`src/rtl/mem_arbiter.sv`:
```
// rtl/mem_arbiter.sv - two-requester memory arbiter: I/D line fills and D single-word writes
module mem_arbiter #(
  parameter int unsigned WAIT_CYC = 3
) (
  input  logic        clk,
  input  logic        rst,
  input  logic        i_req,
  input  logic [15:0] i_addr,
  input  logic        d_req,
  input  logic        d_wr,
  input  logic [15:0] d_addr,
  input  logic [15:0] d_wdata,
  output logic        i_fill_vld,
  output logic        d_fill_vld,
  output logic [2:0]  fill_word,
  output logic [15:0] fill_data,
  output logic        i_done,
  output logic        d_done,
  output logic        mem_en,
  output logic        mem_wr,
  output logic [15:0] mem_addr,
  output logic [15:0] mem_wdata,
  input  logic [15:0] mem_rdata
);

  typedef enum logic [1:0] {IDLE, FILL, WRITE} state_t;

  localparam logic       OWN_I = 1'b0;
  localparam logic       OWN_D = 1'b1;
  localparam logic [2:0] WLAST = 3'(WAIT_CYC);

  state_t      state, state_nx;
  logic        owner, owner_nx;
  logic        last_grant, last_grant_nx;
  logic [2:0]  wcnt, wcnt_nx;
  logic [2:0]  cyc, cyc_nx;
  logic [15:0] addr_q, addr_nx;
  logic [15:0] wdata_q, wdata_nx;
  logic        win;
  logic        word_end;

  // Sub-word/sub-line address bits are dropped by the alignment below.
  logic unused_addr_bits;
  assign unused_addr_bits = ^{i_addr[3:0], d_addr[0]};

  assign word_end  = (cyc == WLAST);
  assign mem_wdata = wdata_q;

  always_ff @(posedge clk) begin
    if (rst) begin
      state      <= IDLE;
      owner      <= OWN_I;
      last_grant <= OWN_I;
      wcnt       <= 3'd0;
      cyc        <= 3'd0;
      addr_q     <= 16'h0000;
      wdata_q    <= 16'h0000;
    end else begin
      state      <= state_nx;
      owner      <= owner_nx;
      last_grant <= last_grant_nx;
      wcnt       <= wcnt_nx;
      cyc        <= cyc_nx;
      addr_q     <= addr_nx;
      wdata_q    <= wdata_nx;
    end
  end

  always_comb begin
    state_nx      = state;
    owner_nx      = owner;
    last_grant_nx = last_grant;
    wcnt_nx       = wcnt;
    cyc_nx        = cyc;
    addr_nx       = addr_q;
    wdata_nx      = wdata_q;
    win           = OWN_I;
    i_fill_vld    = 1'b0;
    d_fill_vld    = 1'b0;
    fill_word     = 3'd0;
    fill_data     = 16'h0000;
    i_done        = 1'b0;
    d_done        = 1'b0;
    mem_en        = 1'b0;
    mem_wr        = 1'b0;
    mem_addr      = 16'h0000;

    case (state)
      IDLE: begin
        if (i_req || d_req) begin
          // On a tie the side that did not win last time goes first.
          win           = (i_req && d_req) ? ~last_grant : d_req;
          owner_nx      = win;
          last_grant_nx = win;
          wcnt_nx       = 3'd0;
          cyc_nx        = 3'd0;
          if (win == OWN_D) begin
            wdata_nx = d_wdata;
            if (d_wr) begin
              addr_nx  = {d_addr[15:1], 1'b0};
              state_nx = WRITE;
            end else begin
              addr_nx  = {d_addr[15:4], 4'b0000};
              state_nx = FILL;
            end
          end else begin
            addr_nx  = {i_addr[15:4], 4'b0000};
            state_nx = FILL;
          end
        end
      end

      FILL: begin
        mem_en   = 1'b1;
        mem_addr = addr_q + {12'h000, wcnt, 1'b0};
        if (word_end) begin
          i_fill_vld = (owner == OWN_I);
          d_fill_vld = (owner == OWN_D);
          fill_word  = wcnt;
          fill_data  = mem_rdata;
          cyc_nx     = 3'd0;
          wcnt_nx    = wcnt + 3'd1;
          if (wcnt == 3'd7) begin
            i_done   = (owner == OWN_I);
            d_done   = (owner == OWN_D);
            state_nx = IDLE;
          end
        end else begin
          cyc_nx = cyc + 3'd1;
        end
      end

      WRITE: begin
        mem_en   = 1'b1;
        mem_addr = addr_q;
        if (word_end) begin
          mem_wr   = 1'b1;
          d_done   = 1'b1;
          cyc_nx   = 3'd0;
          state_nx = IDLE;
        end else begin
          cyc_nx = cyc + 3'd1;
        end
      end

      default: state_nx = IDLE;
    endcase
  end

endmodule

```
`config.mk`:
```
export PLATFORM = sky130hd
export DESIGN_NAME = mem_arbiter
export DESIGN_NICKNAME = d
export VERILOG_FILES = /design/src/rtl/mem_arbiter.sv
export SDC_FILE = /design/constraint.sdc
export NUM_CORES = 1
export LEC_CHECK = 0
export CORE_MARGIN = 8
export CORE_UTILIZATION = 55
export DETAILED_ROUTE_END_ITERATION = 12
export DONT_BUFFER_PORTS = 1
export PLACE_DENSITY = 0.7
export SLEW_MARGIN = 20
export SYNTH_ARGS = -nofsm -noshare
export SYNTH_HDL_FRONTEND = slang
export SYNTH_SLANG_ARGS = --single-unit
```
`constraint.sdc`:
```
create_clock -name clk -period 2.6 [get_ports clk]
set_input_delay 0.65 -clock clk [delete_from_list [all_inputs] [get_ports clk]]
set_output_delay 0.65 -clock clk [all_outputs]
set_load 0.005 [all_outputs]
```
## Word level (Yosys, flattened, before mapping)

Cells that the tools add are included.

- Register bits: 41
- Latch bits: 0
- Memory bits (writable): 0
- Memory bits (read-only): 0
- Bits of input ports: 69
- Word-level logic and storage cells: 62
- Memories: 0

- Add/subtract/negate cells: 3
- Multipliers: 0
- Divide/modulo/power cells: 0
- Order comparisons: 0
- Equality and inequality tests: 8
- Shift operators: 0
- Mux-type cells: 33
- Bitwise gates (word level): 1
- Reduce and logical (&&, ||, !) cells: 11

Operators with widths:

| cell | number |
|---|---|
| $mux 16 | 3 |
| $pmux 16 s2 | 1 |
| $add 16x4->16 | 1 |
| $mux 3 | 5 |
| $mux 1 | 13 |
| $mux 2 | 6 |
| $pmux 3 s2 | 2 |
| $ne 2x2->1 const B | 4 |
| $add 3x1->3 const B | 2 |
| $pmux 2 s3 | 1 |
| $reduce_and 3->1 | 2 |
| $mux 4 | 1 |
| $reduce_and 2->1 | 2 |
| $reduce_and 4->1 | 1 |
| $reduce_bool 2->1 | 2 |
| $eq 3x2->1 const B | 1 |
| $eq 3x3->1 const B | 1 |
| $eq 2x1->1 const B | 1 |
| $eq 2x2->1 const B | 1 |
| $logic_not 2->1 | 1 |
| $pmux 1 s2 | 1 |
| $reduce_or 2->1 | 1 |
| $logic_and 1x1->1 | 1 |
| $logic_or 1x1->1 | 1 |
| $not 1->1 | 1 |

## Longest topological paths before layout

- Depth after elaboration: 5
- Mapped depth: 8
- Depth with buffers taken out: 7

## Worst setup path after synthesis

OpenSTA, ideal clock, no wires.

- Path type: register -> output
- Start: register wcnt[0]
- End: output port mem_addr[13]
- Data arrival time: 1.810 ns
- Slack: 0.140 ns
- Cell stages (with the launch flop): 8
- Path buffers: 0
- Cells stage by stage: dfxtp_1 > ha_1 > inv_1 > fa_1 > nor2b_1 > o21ai_0 > o31a_2 > a31oi_1

- Cells in the longest elaborated chain, start to end: 2

RTL lines:

| element | line | RTL |
|---|---|---|
| start: declaration | 35 | `logic [2:0] wcnt, wcnt_nx;` |
| start signal: assignment | 62 | `wcnt <= wcnt_nx;` |
| $add 16x4->16 | 115 | `mem_addr = addr_q + {12'h000, wcnt, 1'b0};` |
| $pmux 16 s2 | 88 | `case (state)` |
| end: declaration | 21 | `output logic [15:0] mem_addr,` |

No other way between the ends.

## Worst setup path after layout

- Start: register wcnt[0]
- End: output port mem_addr[7]

Same word-level chain as after synthesis.

==> flow_summary.ini <==
[synthesis]
yosysSeqAreaShare_pct = 33.18
synth_mux_area_share_pct = 6.221
async_reset_ff_share_pct = 0
synth_fp_nets = 390
yosys_warnings = 0
synthXorXnorAreaFrac_pct = 0.7258
netlist_area_um2 = 2414
synth_top_family_by_area = simple AND/OR/NAND/NOR gates
syn_inst = 311
postSynthAreaPerCell_um2 = 7.761
synth_compound_area_share_pct = 20.94
synthSimpleGateAreaFrac_pct = 27.99
yosysUniqueCellTypes = 48
synthFlopType = dfxtp_1
synthAdderAreaFrac_pct = 5.495
ys_ff_latch = 40
synth_edf_count = 0

[critical_path]
cp_max_fo = 3
path_buf_inv = 3
critPathMaxStageDelay_ns = 0.36
reg2regPathDepth = 7
crit_family = adder cells
crit_arrival_ns = 2.05
cp_cell_sequence = ha_4 -> inv_2 -> fa_2 -> nor2b_4 -> buf_6 -> o21a_1 -> a21oi_1 -> a311oi_1 -> buf_4
crit_path_start_kind = flip-flop
crit_type = flip-flop to primary output
critPathSlowestCell = dfxtp_2
endpoint_kind = primary output
crit_required_ns = 1.95
path_depth = 9

[sta]
fin_hold_ws_ns = 0.4097
hold_violations = 0
tightest_slew_ns = 0.5472
max_freq_ghz = 0.3698
slew_headroom_pct = 63.52
setup_viol = 5
rsz0062_at_grt = yes
drv_slew = 0
setup_ws_ns = -0.1041
fin_crit_ns = 2.704
clock_skew_ns = 0.005231
fin_setup_tns_ns = -0.2284
fin_crit_sh_pct = 104.0

[floorplan]
core_um2 = 4294
start_util_pct = 56.21
fp-row-count = 24
die_area_um2 = 6764
die_h_um = 82.25
ioPinCount = 126
dieWidth_um = 82.25

[final_layout]
final-seq-area_um2 = 805.8
diodes = 0
final_util_pct = 63.64
drive_above_1_share_pct = 16.30
multi_input_area_um2 = 1585
area_growth_syn_to_layout_pct = 13.22
stdcell_area_um2 = 2733
final_nets = 397
num-fill-cells = 379

[placed_design]
io_buffers = 0
dp_hpwl_mm = 4.895
place_congestion = 0.8443
placed_area_um2 = 2509
place_ws_ns = 0.04116

[global_route]
antenna_found_initial = 0
track_usage_pct = 18.56
grt_max_degree = 42
overflow = 0
grt_pass1_wl_mm = 9.998
grt_pass1_vias = 2135

[min_path]
whs_path_depth = 1
hold_class = input port to flip-flop

[drt]
wl_per_cell_um = 17.29
drc = 0
vias_per_cell = 5.860
via_count = 2174
drt_iter0_markers = 129
drtPass1Iterations = 4
drtAntennaViolNets = 0
drt_wl_total_mm = 6.415

[pwr]
vdd_ir_drop_max_mv = 0.4896
p_leak_nw = 1.021
powerDensity_nw_per_um2 = 732.4

[clocking]
clock_latency_ns = 0.30
clockRootBuffer = clkbuf_8
tritoncts = yes
cts.htree.levels = 2
numCtsBuffers = 5
cts_sinks = 40
clkTransAtPathRegs_ns = 0.08
cts_max_path_buffers = 2

[status]
outcome = finished, violations left
violations = setup timing

[flow_run]
drv_cap = 0
layout by cell type (no fill, tap or decap), drive strengths merged, types with 3 or more instances in the layout:
master	n
a31oi	7
o21a	3
o21ai	11
buf	19
clkbuf	5
inv	10
nand2b	4
nand2	50
a211oi	12
a21o	3
and2	25
dfxtp	40
mux2i	15
and3	3
a21oi	27
ha	9
or4	3
nor2b	5
nand3	12
nor2	21
nand4	4
where the power goes:
group / switching [mW] / internal (mW) / total (mW) / leakage [nW]
registers: 0.138 / 0.725 / 0.862 / 0.330
clock network: 0.226 / 0.190 / 0.416 / 0.0404
logic: 0.422 / 0.301 / 0.723 / 0.650
per-layer routing:
metal	global-route usage (%)	wire length [um]	part of all wire, %
met3	5.736	597	9.3
met5	0	0	0
met4	4.737	48	0.75
met1	22.26	2600	41
met2	31.40	3168	49
sequential cells by signal (all words and copies together), names as in the netlist:
register / flops
addr_q: 15
cyc: 3
last_grant: 1
mem_wdata: 16
state: 2
wcnt: 3
synthesized netlist by cell type (all sizes together) (2+ instances only):
| cell | n | area (um^2) |
|---|---|---|
| buf | 10 | 55.05 |
| o21ai | 11 | 55.05 |
| nor2 | 21 | 78.83 |
| a22oi | 2 | 15.01 |
| dfxtp | 40 | 800.8 |
| o31a | 2 | 18.77 |
| o211ai | 2 | 15.01 |
| nand3 | 12 | 65.06 |
| o21a | 3 | 22.52 |
| a311oi | 2 | 17.52 |
| a21o | 3 | 22.52 |
| nor3b | 2 | 15.01 |
| a21oi | 27 | 135.1 |
| and2 | 25 | 156.4 |
| inv | 10 | 37.54 |
| and3 | 3 | 18.77 |
| clkbuf | 9 | 35.03 |
| a31oi | 7 | 43.79 |
| o311ai | 2 | 17.52 |
| nand2b | 4 | 25.02 |
| nor2b | 5 | 31.28 |
| nand2 | 50 | 187.7 |
| nand4 | 4 | 25.02 |
| mux2i | 15 | 150.1 |
| ha | 9 | 112.6 |
| a211oi | 12 | 90.09 |
| or4 | 3 | 22.52 |
worst reg2reg max path: stages, from the launching register on:
cell and delay [ns]:
dfxtp_1 0.33, inv_1 0.12, ha_2 0.30, and3b_1 0.22, buf_4 0.20, o21ai_0 0.19, or3_1 0.34, a21oi_1 0.12
cells by family (layout without fill, tap and decap cells):
| family | count (synthesis) | after routing |
|---|---|---|
| xor gates and xnor gates | 2 | 2 |
| muxes | 15 | 15 |
| and+or+nand+nor | 135 | 135 |
| buffers and inverters | 29 | 37 |
| other | 1 | 1 |
| DFF | 40 | 40 |
| adders and majority gates | 10 | 10 |
| AOI/OAI and AO/OA | 79 | 79 |
through the flow:
stage               instances  total power [mW]
floorplan                 311             1.360
finish                    371             2.001
detailed placement        360             1.541
CTS                       370             1.983
global placement          360             1.523
global route              371             2.144
timing repair:
| item | CTS | global route |
|---|---|---|
| setup buffers | 2 | 1 |
| pin swaps | 4 | 4 |
| endpoints found under the setup margin | 9 | 10 |
| hold buffers | 0 | 0 |
| resized for setup | 20 | 9 |
| hold endpoints to repair | 0 | 0 |
final timing paths:
check | to | start | slack [ns]
setup / recovery | mem_addr[7] | wcnt[0] | -0.10
hold reg to reg | mem_wdata[1] | mem_wdata[1] | 0.48
setup reg to reg | wcnt[0] | state[1] | 0.73
hold / removal | mem_wdata[1] | rst | 0.41
cell type report:
type                    count  share of cell area, %
multi-input cells         242                  58.01
flip-flops and latches     40                  29.49
repair buffers             19                  5.357
clock buffers               5                  2.518
well taps                  52                  2.381
inverters                  10                  1.374
clock inverters             3                 0.8700
No activity file was read; power rests on OpenSTA's default activity.
